File: src/rtl/posit_chk_fifo.sv
`default_nettype none
// posit_chk_fifo: synchronous first-word-fall-through FIFO holding expected posit words.
module posit_chk_fifo #(
   parameter  int N     = 32,
   parameter  int DEPTH = 16,
   localparam int AW    = $clog2(DEPTH)
) (
   input  logic          clk,
   input  logic          rst,
   input  logic          push,
   input  logic [N-1:0]  push_data,
   input  logic          pop,
   output logic [N-1:0]  head,
   output logic          full,
   output logic          empty,
   output logic [AW:0]   fill
);

   logic [N-1:0] mem [DEPTH];
   logic [AW:0]  wr_ptr;
   logic [AW:0]  rd_ptr;
   logic         do_push;
   logic         do_pop;

   assign do_push = push && !full;
   assign do_pop  = pop && !empty;

   // The extra pointer MSB separates the full and empty cases when the indices match.
   assign empty = (wr_ptr == rd_ptr);
   assign full  = (wr_ptr[AW] != rd_ptr[AW]) && (wr_ptr[AW-1:0] == rd_ptr[AW-1:0]);
   assign fill  = wr_ptr - rd_ptr;
   assign head  = mem[rd_ptr[AW-1:0]];

   always_ff @(posedge clk) begin
      if (rst) begin
         wr_ptr <= '0;
         rd_ptr <= '0;
      end else begin
         if (do_push) wr_ptr <= wr_ptr + (AW+1)'(1);
         if (do_pop)  rd_ptr <= rd_ptr + (AW+1)'(1);
      end
   end

   always_ff @(posedge clk) begin
      if (do_push) mem[wr_ptr[AW-1:0]] <= push_data;
   end

endmodule
`default_nettype wire

File: config.mk
export PLATFORM = sky130hd
export DESIGN_NAME = posit_chk_fifo
export DESIGN_NICKNAME = d
export VERILOG_FILES = /design/src/rtl/posit_chk_fifo.sv
export SDC_FILE = /design/constraint.sdc
export NUM_CORES = 1
export LEC_CHECK = 0
export ABC_AREA = 1
export CAP_MARGIN = 25
export CELL_PAD_IN_SITES_DETAIL_PLACEMENT = 1
export CELL_PAD_IN_SITES_GLOBAL_PLACEMENT = 2
export CORE_MARGIN = 2
export CORE_UTILIZATION = 44
export DETAILED_ROUTE_END_ITERATION = 12
export PLACE_DENSITY_LB_ADDON = 0.1
export SYNTH_ARGS = -nofsm -noshare
export SYNTH_HDL_FRONTEND = slang
export SYNTH_SLANG_ARGS = --single-unit
File: constraint.sdc
create_clock -name clk -period 8.2 [get_ports clk]
set_input_delay 2.46 -clock clk [delete_from_list [all_inputs] [get_ports clk]]
set_output_delay 2.46 -clock clk [all_outputs]
set_load 0.02 [all_outputs]
; ---- Word level (Yosys, flattened, before mapping)
; Memories as Yosys holds them, arrays and structs flattened. A register that Yosys moved wholly into a read port is not among the register bits.
; Index checks and enable logic that the tools add are counted.
[word_totals]
out_inout_bits = 39
memories = 1
register_bits = 10
mem_bits_rw = 512
[classes]
add_sub_neg = 3
n_eq_ne = 3
mux = 4
n_reduce_logical = 5
[mem_list]
columns = name, words, width, read_ports, rd_ports_with_merged_regs, write_ports, line
row1 = mem, 16, 32, 1, 1, 1, 19  ; logic [N-1:0] mem [DEPTH];
[op_table]
columns = cell, count
row1 = $add A5 B1 Y5 const B, 2
row2 = $mux W4, 2
row3 = $eq A5 B5 Y1, 1
row4 = $sub A5 B5 Y5, 1
row5 = $eq A4 B4 Y1, 1
row6 = $logic_and A1 B1 Y1, 3
row7 = $logic_not A1 Y1, 2
row8 = $mux W1, 2
row9 = $ne A1 B1 Y1, 1

; ---- Depth between registers and ports, before layout
[logic_depth]
ltp_word = 6
depth_mapped = 10
depth_no_buf = 9

; ---- Least setup slack after synthesis
; No wires, ideal clock.
[synth_path]
path_kind = input to register
start = input port push
end = memory mem[0][0] (enable)
path_buffers = 0
setup_slack_ns = 3.691
stages = 4
required_time_ns = 7.779
setup_time_ns = 0.421
arrival_ns = 4.088
path_cell_list = nand2_2 inv_2 nand2_1 nor2_1
[synth_between]
elab_chain_len = 3
[synth_rtl]
columns = item, line
row1 = "start, declared", 10  ; input logic push,
row2 = $logic_and A1 B1 Y1, 25  ; assign do_push = push && !full;
row3 = $mux W1, 45  ; if (do_push) mem[wr_ptr[AW-1:0]] <= push_data;
row4 = $mux W1 (not written as such), 45
row5 = "end, declared", 19
; Every way passes these cells.

==> results.yml <==
status:
  run_status: "finished, final reports clean"
setup_path:
  critPathMaxFanout: 143
  start_kind: "flop"
  setup.worst_path.class: "flop to primary output"
  cp.arrival_ns: 3.75
  critPathRequiredTime_ns: 5.74
  crit_path_end_kind: "primary output"
power_and_ir_drop:
  p_int_mw: 4.80
  p_comb_frac: 0.147
  power_leakage_nw: 10.9
  pwr-share-seq: 0.465
  swShare: 0.265
  vdd_drop_max_mv: 0.191
  cellPowerDensity_nw_per_um2: 251
  p_clk_frac: 0.388
  switchingPower_mw: 1.73
clock_tree:
  post_cts_resized: 0
  root_buffer: "clkbuf_16"
  hold_buffers: 0
  htreeDepth: 2
  cts_buffers: 57
  clock_latency_ns: 0.60
  cts_setup_buffers: 0
  clk_pin_slew_worst_paths_ns: 0.06
  max-clock-path-buffers: 3
  numClockSinks: 526
  cts_tree: "yes"
timing:
  post-route-period-util: 0.758
  timing.slew.headroom: 0.314
  period_minus_slack_ns: 6.21
  fmax_mhz: 161
  setup_viol: 0
  setup_slack_ns: 1.99
  tns_ns: 0
  drv_slew: 0
  hold_violations: 0
  tightest_slew_ns: 1.03
  rsz0062_at_grt: "false"
  finalClockSkew_ns: 0.0125
route:
  drt_wl_total_mm: 61.2
  first_pass_iters: 5
  dr_total_vias: 15300
  drtAntennaViolNets: 0
  vias_per_cell: 5.14
  drc_errors: 0
  wl_per_cell_um: 20.5
  drt_iter0_drc: 1046
global_routing:
  grt_pass1_vias: 15800
  grt_pass1_wl_mm: 93.6
  grt_use_total: 0.232
  grt_overflow: 0
  antenna_found_initial: 1
  grt_max_degree: 204
yosys:
  synthCells: 2203
  synth_warnings: 0
  ys_types: 22
  yosysSeqAreaShare: 0.683
  syn_area_sq_um: 22900
  synthesis.nets: 2249
  avgSynthCellArea_sq_um: 10.4
  ys_ff_latch: 526
place:
  routabilityCongestion: 0.746
  hpwl_mm: 31.1
  place_ws_ns: 2.60
  port_buffers: 74
floorplan:
  num_rows: 83
  initial_utilization: 0.446
  die-area_sq_um: 53900
  die_w_um: 232
  ioPinCount: 75
  coreArea_sq_um: 51400
  die_y_um: 232
finish:
  final_cell_mix: "nand2_1 (705), edfxtp_1 (512), inv_1 (400)"
  synthToLayoutAreaGrowth_pct: 13.6
  drive_gt1_frac: 0.0587
  antenna_cells: 0
  layout.nets: 2301
  final_common_cell: "nand2_1"
min_path:
  hp-class: "flop to flop"
flow_run:
  drv_cap: 0
==> area by class of cell <==
class / instances / area, sq um
inverters: 405 / 1530
well taps: 680 / 851
multi-input cells: 1164 / 5140
flip-flops and latches: 526 / 15700
fillers: 5561 / 25400
clock inverters: 36 / 350
clock buffers: 69 / 1470
repair buffers: 101 / 1010
==> kinds of logic after synthesis <==
family / synth area share
simple gates: 0.208
flops: 0.683
buf+inv: 0.0975
compound gates: 0.00306
fa+ha+maj: 0.00579
xor+xnor: 0.00191
==> Yosys cell counts <==
master | n | share of area
inv_2 | 2 | 0.00033
dfxtp_1 | 14 | 0.012
xor2_1 | 5 | 0.0019
a21oi_1 | 10 | 0.0022
buf_4 | 6 | 0.0020
clkbuf_1 | 11 | 0.0018
ha_1 | 9 | 0.0049
fa_1 | 1 | 0.00087
o21ai_0 | 4 | 0.00087
inv_1 | 402 | 0.066
buf_12 | 1 | 0.00087
nor2_1 | 26 | 0.0043
nand4_1 | 4 | 0.0011
nand3_1 | 396 | 0.087
buf_2 | 46 | 0.010
edfxtp_1 | 512 | 0.67
nand2_1 | 705 | 0.12
buf_1 | 16 | 0.0026
nand2_2 | 3 | 0.00082
inv_4 | 1 | 0.00027
buf_6 | 28 | 0.014
nor2_2 | 1 | 0.00027
==> layer usage <==
layer / global-route usage / vias to the layer above / part of all wire
li1: - / 7217 / -
met1: 0.311 / 7768 / 0.45
met2: 0.396 / 255 / 0.49
met3: 0.0270 / 82 / 0.037
met4: 0.0657 / 2 / 0.022
met5: 0 / - / 0.00018
==> final timing paths <==
kind	start	cells past startpoint	slack, ns	endpoint
worst min register to register	wr_ptr[4]	2	0.52	wr_ptr[4]
worst min-delay path	wr_ptr[4]	2	0.52	wr_ptr[4]
worst max-delay path	flop	10	1.99	head[15]
worst max register to register	wr_ptr[2]	9	4.97	mem[0][15]
==> flip-flops by register name, indices dropped and copies added (netlist names), named ones only <==
name and flops:
wr_ptr 5, mem 512, rd_ptr 5
==> worst max-delay path, stage by stage (launching register included) <==
cell and delay (ns):
dfxtp_4 0.55, inv_8 0.32, buf_16 0.37, buf_4 0.52, nand2_1 0.10, nand2_1 0.09, nand2_1 0.06, nand3_1 0.11
nand3_1 0.09, nand2_1 0.10, clkdlybuf4s50_1 0.60
==> stage by stage <==
stage          area, sq um  utilization  power, mW  hold WS [ns]  instances
3_3_place_gp         24100        0.470       4.05         0.506       2873
6_report             26000        0.506       6.54         0.523       2981
2_1_floorplan        22900            -       3.73         0.482       2203
3_5_place_dp         24200        0.471       4.07         0.516       2876
5_1_grt              26000        0.506       6.79         0.554       2981
4_1_cts              26000        0.506       6.61         0.524       2981
==> power groups by stage <==
| stage | Combinational [mW] | Sequential [mW] | Clock, mW |
|---|---|---|---|
| final | 0.959 | 3.04 | 2.54 |
| after global routing | 1.07 | 3.05 | 2.67 |
| after CTS | 0.975 | 3.04 | 2.59 |
| after detailed placement | 0.967 | 3.10 | 0 |
| after global placement | 0.954 | 3.10 | 0 |
| after floorplan | 0.682 | 3.05 | 0 |
(Power assumes the default switching activity.)
